===== config.mk =====
export PLATFORM = sky130hd
export DESIGN_NAME = paralelo_serial_flat
export DESIGN_NICKNAME = d
export VERILOG_FILES = /design/src/rtl/paralelo_serial_pkg.sv /design/src/rtl/paralelo_serial_if.sv /design/src/rtl/paralelo_serial_hold.sv /design/src/rtl/paralelo_serial.sv /design/src/flat_wrapper.sv
export SDC_FILE = /design/constraint.sdc
export NUM_CORES = 1
export LEC_CHECK = 0
export BUFFER_PORTS_ARGS = -buffer_cell sky130_fd_sc_hd__buf_2
export CORE_UTILIZATION = 58
export DETAILED_ROUTE_END_ITERATION = 10
export PLACE_DENSITY_LB_ADDON = 0.3
export SLEW_MARGIN = 10
export SYNTH_ARGS = -nofsm -noshare
export SYNTH_HDL_FRONTEND = slang
export SYNTH_SLANG_ARGS = --single-unit

===== constraint.sdc =====
create_clock -name clk_32f -period 2.1 [get_ports clk_32f]
set_clock_uncertainty 0.05 [all_clocks]
set_input_delay 0.21 -clock clk_32f [delete_from_list [all_inputs] [get_ports clk_32f]]
set_output_delay 0.21 -clock clk_32f [all_outputs]
set_load 0.005 [all_outputs]

===== src/rtl/paralelo_serial_pkg.sv =====
// paralelo_serial_pkg
// Shared constants and types for the byte-to-bit serializer.
//   IDLE_CHAR : comma byte sent as preamble and as idle filler
//   BIT_CNT_W : width of the bit-position counter (8 bits per byte)
//   state_t   : serializer sequencing state
package paralelo_serial_pkg;

  localparam logic [7:0] IDLE_CHAR = 8'hBC;
  localparam int         BIT_CNT_W = 3;

  typedef enum logic {
    ST_INIT = 1'b0,
    ST_RUN  = 1'b1
  } state_t;

endpackage


===== src/rtl/paralelo_serial_if.sv =====
// paralelo_serial_if
// Byte-side handshake plus serial-side outputs of the serializer.
//   data_in      : payload byte              (master -> slave)
//   valid_in     : data_in is valid          (master -> slave)
//   ready_out    : serializer accepts byte   (slave -> master)
//   data_out     : serial bit, MSB first     (slave -> master)
//   active_out   : preamble done, link live  (slave -> master)
//   err_reserved : accepted byte was a comma (slave -> master)
interface paralelo_serial_if;

  logic [7:0] data_in;
  logic       valid_in;
  logic       ready_out;
  logic       data_out;
  logic       active_out;
  logic       err_reserved;

  modport master (
    output data_in,
    output valid_in,
    input  ready_out,
    input  data_out,
    input  active_out,
    input  err_reserved
  );

  modport slave (
    input  data_in,
    input  valid_in,
    output ready_out,
    output data_out,
    output active_out,
    output err_reserved
  );

endinterface


===== src/rtl/paralelo_serial_hold.sv =====
// paralelo_serial_hold
// One-entry holding register between the byte handshake and the shifter.
// The entry is consumed at every byte boundary while enabled; a new byte may
// be pushed on that same edge, so the link sustains one byte per 8 clocks.
//   clk_32f, reset : bit clock, synchronous active-high reset
//   enable         : serializer is in RUN
//   boundary       : this edge loads the shift register
//   push_valid     : upstream byte valid
//   push_data      : upstream byte
//   push_ready     : entry can take a byte this cycle
//   full           : entry holds a byte not yet shifted out
//   hold_data      : stored byte
module paralelo_serial_hold (
  input  logic       clk_32f,
  input  logic       reset,
  input  logic       enable,
  input  logic       boundary,
  input  logic       push_valid,
  input  logic [7:0] push_data,
  output logic       push_ready,
  output logic       full,
  output logic [7:0] hold_data
);

  logic push;

  // A full entry frees up exactly at the boundary, so accept there too.
  assign push_ready = enable && (!full || boundary);
  assign push       = push_valid && push_ready;

  always_ff @(posedge clk_32f) begin
    if (reset) begin
      full      <= 1'b0;
      hold_data <= 8'h00;
    end else if (push) begin
      full      <= 1'b1;
      hold_data <= push_data;
    end else if (enable && boundary) begin
      full      <= 1'b0;
    end
  end

endmodule


===== src/rtl/paralelo_serial.sv =====
// paralelo_serial
// Byte-to-bit serializer. After reset it sends NUM_BC_INIT comma bytes, then
// shifts out accepted payload bytes MSB first, one bit per clock, filling any
// byte slot with no pending payload with the comma.
//   clk_32f : bit clock, all logic on rising edge
//   reset   : synchronous active-high reset
//   bus     : slave side of paralelo_serial_if (handshake and serial outputs)
//
// state   | meaning
// --------+---------------------------------------------------------------
// ST_INIT | sending the comma preamble, byte input closed
// ST_RUN  | link active, payload accepted, comma inserted when idle
module paralelo_serial
  import paralelo_serial_pkg::*;
#(
  parameter int NUM_BC_INIT = 4
) (
  input  logic               clk_32f,
  input  logic               reset,
  paralelo_serial_if.slave   bus
);

  localparam logic [3:0] BC_LAST = 4'(NUM_BC_INIT - 1);

  state_t                 state;
  state_t                 state_nxt;
  logic [BIT_CNT_W-1:0]   bit_cnt;
  logic [7:0]             shreg;
  logic [3:0]             bc_cnt;
  logic                   err_q;
  logic                   boundary;
  logic                   run_en;
  logic                   active;
  logic                   ready;
  logic                   xfer;
  logic                   hold_full;
  logic [7:0]             hold_data;
  logic [7:0]             next_byte;

  assign boundary = (bit_cnt == '0);

  paralelo_serial_hold u_hold (
    .clk_32f    (clk_32f),
    .reset      (reset),
    .enable     (run_en),
    .boundary   (boundary),
    .push_valid (bus.valid_in),
    .push_data  (bus.data_in),
    .push_ready (ready),
    .full       (hold_full),
    .hold_data  (hold_data)
  );

  assign xfer      = bus.valid_in && ready;
  assign next_byte = (run_en && hold_full) ? hold_data : IDLE_CHAR;

  // FSM: state register
  always_ff @(posedge clk_32f) begin
    if (reset) state <= ST_INIT;
    else       state <= state_nxt;
  end

  // FSM: next state; leave INIT on the boundary that loads the last comma
  always_comb begin
    state_nxt = state;
    case (state)
      ST_INIT: if (boundary && (bc_cnt == BC_LAST)) state_nxt = ST_RUN;
      ST_RUN:  state_nxt = ST_RUN;
      default: state_nxt = ST_INIT;
    endcase
  end

  // FSM: outputs
  always_comb begin
    run_en = 1'b0;
    active = 1'b0;
    if (state == ST_RUN) begin
      run_en = 1'b1;
      active = 1'b1;
    end
  end

  always_ff @(posedge clk_32f) begin
    if (reset) begin
      bit_cnt <= '0;
      shreg   <= 8'h00;
      bc_cnt  <= 4'd0;
      err_q   <= 1'b0;
    end else begin
      bit_cnt <= bit_cnt + BIT_CNT_W'(1);
      if (boundary) shreg <= next_byte;
      else          shreg <= {shreg[6:0], 1'b0};
      if ((state == ST_INIT) && boundary) bc_cnt <= bc_cnt + 4'd1;
      // The comma is still transmitted; the flag only reports the misuse.
      err_q <= xfer && (bus.data_in == IDLE_CHAR);
    end
  end

  assign bus.ready_out    = ready;
  assign bus.data_out     = shreg[7];
  assign bus.active_out   = active;
  assign bus.err_reserved = err_q;

endmodule


===== src/flat_wrapper.sv =====
// flat-port wrapper written by rule: the top's interface ports become plain ports
module paralelo_serial_flat import paralelo_serial_pkg::*;
#(
  parameter int NUM_BC_INIT = 4
)
  (clk_32f, reset, bus_data_in, bus_valid_in, bus_ready_out, bus_data_out, bus_active_out, bus_err_reserved);
  paralelo_serial_if bus_i ();
  input  logic clk_32f;
  input  logic reset;
  input wire logic [$bits(bus_i.data_in)-1:0] bus_data_in;
  input wire logic [$bits(bus_i.valid_in)-1:0] bus_valid_in;
  output wire logic [$bits(bus_i.ready_out)-1:0] bus_ready_out;
  output wire logic [$bits(bus_i.data_out)-1:0] bus_data_out;
  output wire logic [$bits(bus_i.active_out)-1:0] bus_active_out;
  output wire logic [$bits(bus_i.err_reserved)-1:0] bus_err_reserved;
  assign bus_i.data_in = bus_data_in;
  assign bus_i.valid_in = bus_valid_in;
  assign bus_ready_out = bus_i.ready_out;
  assign bus_data_out = bus_i.data_out;
  assign bus_active_out = bus_i.active_out;
  assign bus_err_reserved = bus_i.err_reserved;
  paralelo_serial #(.NUM_BC_INIT(NUM_BC_INIT)) u_core (.clk_32f(clk_32f), .reset(reset), .bus(bus_i));
endmodule

==> metrics.md, run 1 <==
| Metric | Value |
|---|---|
| Crit path kind | `flip-flop to output port` |
| # hold bufs at CTS | `0` |
| Switching Fraction | `24.6%` |
| Synth top area share | `48.1%` |
| Post-Route Utilization | `67.2%` |
| Synth Area in Compound Gates | `9.49%` |
| DP Cell Count | `145` |
| Max Clk Rate | `570 MHz` |
| Antenna cells | `0` |
| Setup TNS | `0 ns` |
| Initial core utilization | `61.9%` |
| Post-Synth Adder-Cell Area | `3.47%` |
| Crit Path Max Fanout | `9` |
| Starting DRC count in detailed routing | `11` |
| Inserted Clock Buffers | `3` |
| Clk sinks | `26` |
| Pleak | `0.000454 uW` |
| Fin. Hold Viols | `0` |
| Seq/Total Area, Yosys | `48.1%` |
| Comb power frac | `11.8%` |
| Vias per Instance | `5.38` |
| Die area | `2040 um2` |
| Synth top area cells | `dfxtp_1 48%, nand2b_1 9.8%, mux2i_1 7.4%` |
| Relative slew margins | `65.7%` |
| Netlist Area Pre-Place | `1080 um2` |
| ANT nets after route | `0` |
| Nature of the critical path endpoint | `output port` |
| Die W | `45.2 um` |
| Internal power | `678 uW` |
| Pwr per Cell Area | `766 nW/um2` |
| Placement row count | `15` |
| Non-Filler Instances | `149` |
| Largest family of logic cells by synthesized area | `simple AND/OR/NAND/NOR gates` |
| Vias in the first global route | `739` |
| Syn nets | `127` |
| Max Cap Viol | `0` |
| Synthesized flop and latch total | `26` |
| Run status | `finished clean` |
| Nets | `139` |
| DRT Pass-1 Iters | `4` |
| Antenna violations before repair | `0` |
| Simple-gate area share of the yosys netlist | `23.8%` |
| I/O Pins | `15` |
| Max Slew Vio Count | `0` |
| Count of input and output buffers | `14` |
| Post-CTS sizing | `0` |
| Arrival @ worst endpoint | `1.49 ns` |
| CTS tree | `done` |
| RSZ-0062 raised after global routing | `no` |
| Via Count | `801` |
| Max Root-Sink Buffers | `2` |
| Min Tclk post-route | `1.75 ns` |
| Gpl congestion | `0.750` |
| Seq pwr share | `59.9%` |
| Post-route cell area | `1170 um2` |
| Setup Fix Bufs, Post-CTS | `0` |
| Largest net degree at the start of global routing | `33` |
| Synth Area per Inst | `9.57 um2` |
| Total wire length | `1780 um` |
| Fraction of synthesized area in multiplexers | `7.41%` |
| H-tree levels | `1` |
| First-pass GRT wire length | `3140 um` |
| Slew of the pin with the lowest slew margin | `0.515 ns` |
| Latest clock arrival within the worst-skew pair | `0.32 ns` |
| Clock-pin slew on the worst setup and hold paths | `0.14 ns` |
| Layout area overhead | `8.57%` |
| Worst IR Drop VDD | `496 uV` |
| Routed WL per cell | `11.9 um` |
| Root Driver | `clkbuf_4` |
| Die H | `45.2 um` |
| Share of cells above drive strength 1 | `17.7%` |
| DP HPWL | `1250 um` |
| Startpoint Class | `flip-flop` |
| Net Sw Power | `221 uW` |
| Final Cycle Share | `83.5%` |
| Syn. warnings | `0` |
| CORE AREA | `1750 um2` |
| Gr usage total | `21.9%` |
| Share of total power in the clock network | `28.3%` |
| Critical Path RT | `1.84 ns` |
| Post-route DRC | `0` |
| Area after DPL | `1140 um2` |
| Gate Count Post-Synth | `113` |
| Setup violators final | `0` |
| Count of cell types in the netlist | `27` |
| Synth Area in XOR/XNOR | `2.43%` |
| Global route overflow | `0` |
| Yosys top cell by area | `dfxtp_1` |
| Hold WC Path Type | `primary input to flip-flop` |
power groups by stage:
| stage | registers (uW) | logic [uW] | clock network (uW) |
|---|---|---|---|
| 6_report | 538 | 106 | 255 |
| 3_5_place_dp | 550 | 106 | 0 |
| 2_1_floorplan | 544 | 90.1 | 0 |
| 3_3_place_gp | 548 | 103 | 0 |
| 5_1_grt | 543 | 122 | 275 |
| 4_1_cts | 539 | 107 | 260 |
flip-flops by register name, indices dropped and copies added (netlist names):
signal and count:
u_core.state 1, u_core.bus.err_reserved 1, u_core.bc_cnt 4, u_core.shreg 8, u_core.bit_cnt 3, u_core.u_hold.full 1, u_core.u_hold.hold_data 8
layout by cell type, fill, tap and decap left out:
cell type,synthesis,layout
inv_1,3,3
a21o_2,1,1
o31ai_1,1,1
or4_1,1,1
a21oi_1,6,6
ha_1,3,3
o22ai_1,5,5
nand2_1,5,5
nand4_1,2,2
nor3b_1,1,1
mux2i_1,8,8
dfxtp_1,26,26
clkbuf_4,0,3
xnor2_1,3,3
and4bb_2,1,1
a21oi_2,1,1
o21ai_0,2,2
nor2_1,13,13
clkbuf_8,0,1
a31oi_1,1,1
and2b_2,1,1
nand2b_1,17,17
buf_2,0,14
nor2b_1,1,1
nand4b_1,2,2
nor4_1,1,1
nand3_1,1,1
routing by layer:
| layer | global-route usage (%) | wire, um |
|---|---|---|
| met1 | 27.3 | 856 |
| met2 | 33.9 | 830 |
| met3 | 3.60 | 39 |
| met4 | 16.4 | 52 |
| met5 | 0 | 0 |
Yosys cell counts:
cell type	instances
a21o_2	1
a21oi_1	6
a21oi_2	1
a31oi_1	1
and2b_2	1
and4bb_2	1
buf_4	1
buf_6	2
clkbuf_1	4
dfxtp_1	26
ha_1	3
inv_1	3
mux2i_1	8
nand2_1	5
nand2b_1	17
nand3_1	1
nand4_1	2
nand4b_1	2
nor2_1	13
nor2b_1	1
nor3b_1	1
nor4_1	1
o21ai_0	2
o22ai_1	5
o31ai_1	1
or4_1	1
xnor2_1	3
layout make-up:
type / count / area (um2)
timing repair buffer: 14 / 70.1
sequential: 26 / 520
multi-input combinational: 77 / 504
clock buffer: 4 / 36.3
fill: 146 / 572
tap: 25 / 31.3
inverter: 3 / 11.3
metrics by stage:
stage                     worst slack (ns)  hold WS (ns)  power, uW
after floorplan                      0.665         0.279        634
after global placement               0.541         0.369        651
after detailed placement             0.491         0.377        656
after CTS                            0.341        0.0509        906
after global routing                 0.197        0.0420        940
final                                0.347        0.0501        899
critical path, cell delays in order, from the launching register on:
cell      delay, ns
dfxtp_1        0.38
inv_1          0.05
ha_1           0.23
nand2b_1       0.26
a21oi_1        0.11
buf_2          0.13
cell families (layout without fill, tap and decap cells):
| group | count (synthesis) | after routing |
|---|---|---|
| xor gates and xnor gates | 3 | 3 |
| muxes | 8 | 8 |
| buffers and inverters | 10 | 21 |
| AOI/OAI and AO/OA | 17 | 17 |
| and+or+nand+nor | 46 | 46 |
| DFF | 26 | 26 |
| adders and majority gates | 3 | 3 |
worst paths after layout:
kind | startpoint | endpoint | slack (ns) | cells past startpoint
max reg2reg | u_core.bit_cnt[0]$_SDFF_PP0_ | u_core.u_hold.hold_data[3]$_SDFFE_PP0P_ | 0.46 | 5
min reg2reg | u_core.shreg[0]$_SDFF_PP0_ | u_core.shreg[1]$_SDFF_PP0_ | 0.39 | 2
min | bus_data_in[2] | u_core.bus.err_reserved$_SDFF_PP0_ | 0.05 | 3
max | u_core.bit_cnt[0]$_SDFF_PP0_ | bus_ready_out | 0.35 | 5
(Power assumes the default switching activity.)
==> run 2: changes to the inputs <==
CORE_UTILIZATION = 49   (was 58)
clock period = 1.6 ns   (was 2.1 ns; I/O delays follow)
==> run 2 against run 1 <==
  * Sequential power grew 31%
  * Die area increased by 18%
  * Clock-buffer cell count is the same
==> metrics.md, run 2 (synthesis gave the netlist of run 1 again) <==
| Metric | Value |
|---|---|
| Run status | `finished clean` |
| Slew of the pin with the lowest slew margin | `0.457 ns (-0.0575 ns)` |
| Antenna violations before repair | `0 (unchanged)` |
| Max Root-Sink Buffers | `2 (unchanged)` |
| Max incr delay on CP | `0.35 ns (-0.03 ns)` |
| DRT Pass-1 Iters | `4 (unchanged)` |
| Via Count | `799 (-0.25%)` |
| Fin. Hold Viols | `0 (unchanged)` |
| Die W | `49.0 um (+8.4%)` |
| Arrival @ worst endpoint | `1.31 ns (-0.18 ns)` |
| CP delay by family, top | `flip-flops` |
| Largest registers | `u_core.shreg (8), u_core.u_hold.hold_data (8), u_core.bc_cnt (4)` |
| Net Sw Power | `283 uW (+28%)` |
| Max Cap Viol | `0 (unchanged)` |
| Area after DPL | `1170 um2 (+2.6%)` |
| Startpoint Class | `flip-flop` |
| First-pass GRT wire length | `3240 um (+3.3%)` |
| CP max stage cell | `dfxtp_1` |
| DP Cell Count | `149 (+2.8%)` |
| Critical Path RT | `1.39 ns (-0.45 ns)` |
| CP cell instances | `inv_1, ha_2, nand2b_4, a21oi_1, buf_2` |
| Share of total power in the clock network | `27.4% (-0.9 points)` |
| Worst IR Drop VDD | `609 uV (+23%)` |
| Internal power | `900 uW (+33%)` |
| Global route overflow | `0 (unchanged)` |
| CORE AREA | `2020 um2 (+16%)` |
| Pwr per Cell Area | `975 nW/um2 (+27%)` |
| Max Clk Rate | `658 MHz` |
| Gpl congestion | `0.743 (-0.92%)` |
| Min Tclk post-route | `1.52 ns` |
| Most frequent cells in the layout | `26 x dfxtp_1, 16 x nand2b_1, 14 x buf_2, 13 x nor2_1, 8 x mux2i_1` |
| Gr usage total | `17.9% (-4.0 points)` |
| Die H | `49.0 um (+8.4%)` |
| Setup violators final | `0 (unchanged)` |
| Relative slew margins | `69.5% (+3.8 points)` |
| Clk sinks | `26 (unchanged)` |
| Final Cycle Share | `95.0%` |
| Total wire length | `1870 um (+5.0%)` |
| Crit path kind | `flip-flop to output port` |
| CTS tree | `done` |
| Setup TNS | `0 ns (unchanged)` |
| Routed WL per cell | `12.2 um (+2.3%)` |
| Largest net degree at the start of global routing | `33 (unchanged)` |
| H-tree levels | `1 (unchanged)` |
| Setup Fix Bufs, Post-CTS | `0 (unchanged)` |
| Vias per Instance | `5.22 (-2.9%)` |
| Max Slew Vio Count | `0 (unchanged)` |
| Starting DRC count in detailed routing | `9 (-2)` |
| Hold WC Path Type | `primary input to flip-flop` |
| Initial core utilization | `53.5% (-8.5 points)` |
| WP buf/inv | `2 (unchanged)` |
| Post-route DRC | `0 (unchanged)` |
| Clock-pin slew on the worst setup and hold paths | `0.13 ns (about the same)` |
| Crit Path Max Fanout | `7 (-2)` |
| Non-Filler Instances | `153 (+2.7%)` |
| Count of input and output buffers | `14 (unchanged)` |
| Comb power frac | `12.9% (+1.1 points)` |
| DP HPWL | `1370 um (+9.5%)` |
| Commonest non-fill, non-tap cell in the layout | `dfxtp_1` |
| Share of cells above drive strength 1 | `20.6% (+2.9 points)` |
| Inserted Clock Buffers | `3 (unchanged)` |
| Nature of the critical path endpoint | `output port` |
| Vias in the first global route | `758 (+2.6%)` |
| Switching Fraction | `23.9% (-0.65 points)` |
| Root Driver | `clkbuf_4` |
| Post-route cell area | `1210 um2 (+3.4%)` |
| Pleak | `0.000467 uW (+3.0%)` |
| Antenna cells | `0 (unchanged)` |
| Layout area overhead | `12.3%` |
| Placement row count | `16 (+1)` |
| Final hold slack | `0.0221 ns (-0.0280 ns)` |
| Die area | `2400 um2 (+18%)` |
| Latest clock arrival within the worst-skew pair | `0.31 ns (about the same)` |
| Nets | `141 (+1.4%)` |
| ANT nets after route | `0 (unchanged)` |
| I/O Pins | `15 (unchanged)` |
| RSZ-0062 raised after global routing | `no` |
| Seq pwr share | `59.7% (-0.2 points)` |
| Fillers | `180 (+23%)` |
-- run 2: cell count changes in the layout (fill, tap and decap cells not counted) --
cell | before | now
buf_12 | 0 | 1
buf_4 | 0 | 1
ha_1 | 3 | 2
ha_2 | 0 | 1
nand2b_1 | 17 | 16
nand2b_4 | 0 | 1
-- run 2: final timing paths --
path / start / end / slack (ns) / cells after the start
worst max-delay path: u_core.bit_cnt[0]$_SDFF_PP0_ / bus_ready_out / 0.08 / 5
worst min-delay path: bus_data_in[2] / u_core.bus.err_reserved$_SDFF_PP0_ / 0.02 / 3
worst max register to register: u_core.bit_cnt[0]$_SDFF_PP0_ / u_core.bc_cnt[3]$_SDFFE_PP0P_ / 0.15 / 5
worst min register to register: u_core.bit_cnt[0]$_SDFF_PP0_ / u_core.bit_cnt[0]$_SDFF_PP0_ / 0.40 / 1
-- run 2: final cells by class --
type	instances	area (um2)	area share, %
Clock buffer	4	36.3	2.99
Inverter	3	11.3	0.928
Multi-Input combinational cell	77	514	42.4
Sequential cell	26	520	42.9
Tap cell	27	33.8	2.78
Timing Repair Buffer	16	97.6	8.04
-- run 2: power by group through the flow --
stage	clock network (uW)	registers [uW]	logic, uW
2_1_floorplan	0	714	118
3_5_place_dp	0	721	147
4_1_cts	335	707	153
5_1_grt	355	713	174
3_3_place_gp	0	719	143
6_report	324	706	153
-- run 2: repair_timing --
item	4_1_cts	5_1_grt
gates resized for setup	1	1
setup endpoints to repair	1	1
hold buffers	0	0
-- run 2: layer usage --
layer	up-vias	GRT usage (%)	part of all wire [%]
met5	-	0	0
met4	0	8.82	2.0
met3	4	1.87	2.0
met2	13	30.6	48
met1	370	22.4	48
li1	412	-	-
-- run 2: per-stage QoR --
stage                     total power (uW)  utilization (%)  worst slack [ns]
after floorplan                        832                -             0.165
after global placement                 862             57.7             0.151
after detailed placement               868             57.7             0.107
after CTS                             1190             59.9            0.0185
after global routing                  1240             60.0           0.00744
final                                 1180             60.0            0.0804
-- run 2: tightest hold or removal path: cells and delay by family --
family,cells,cell delay [ns]
buffers and inverters,1,0.11
AND/OR/NAND/NOR,2,0.09
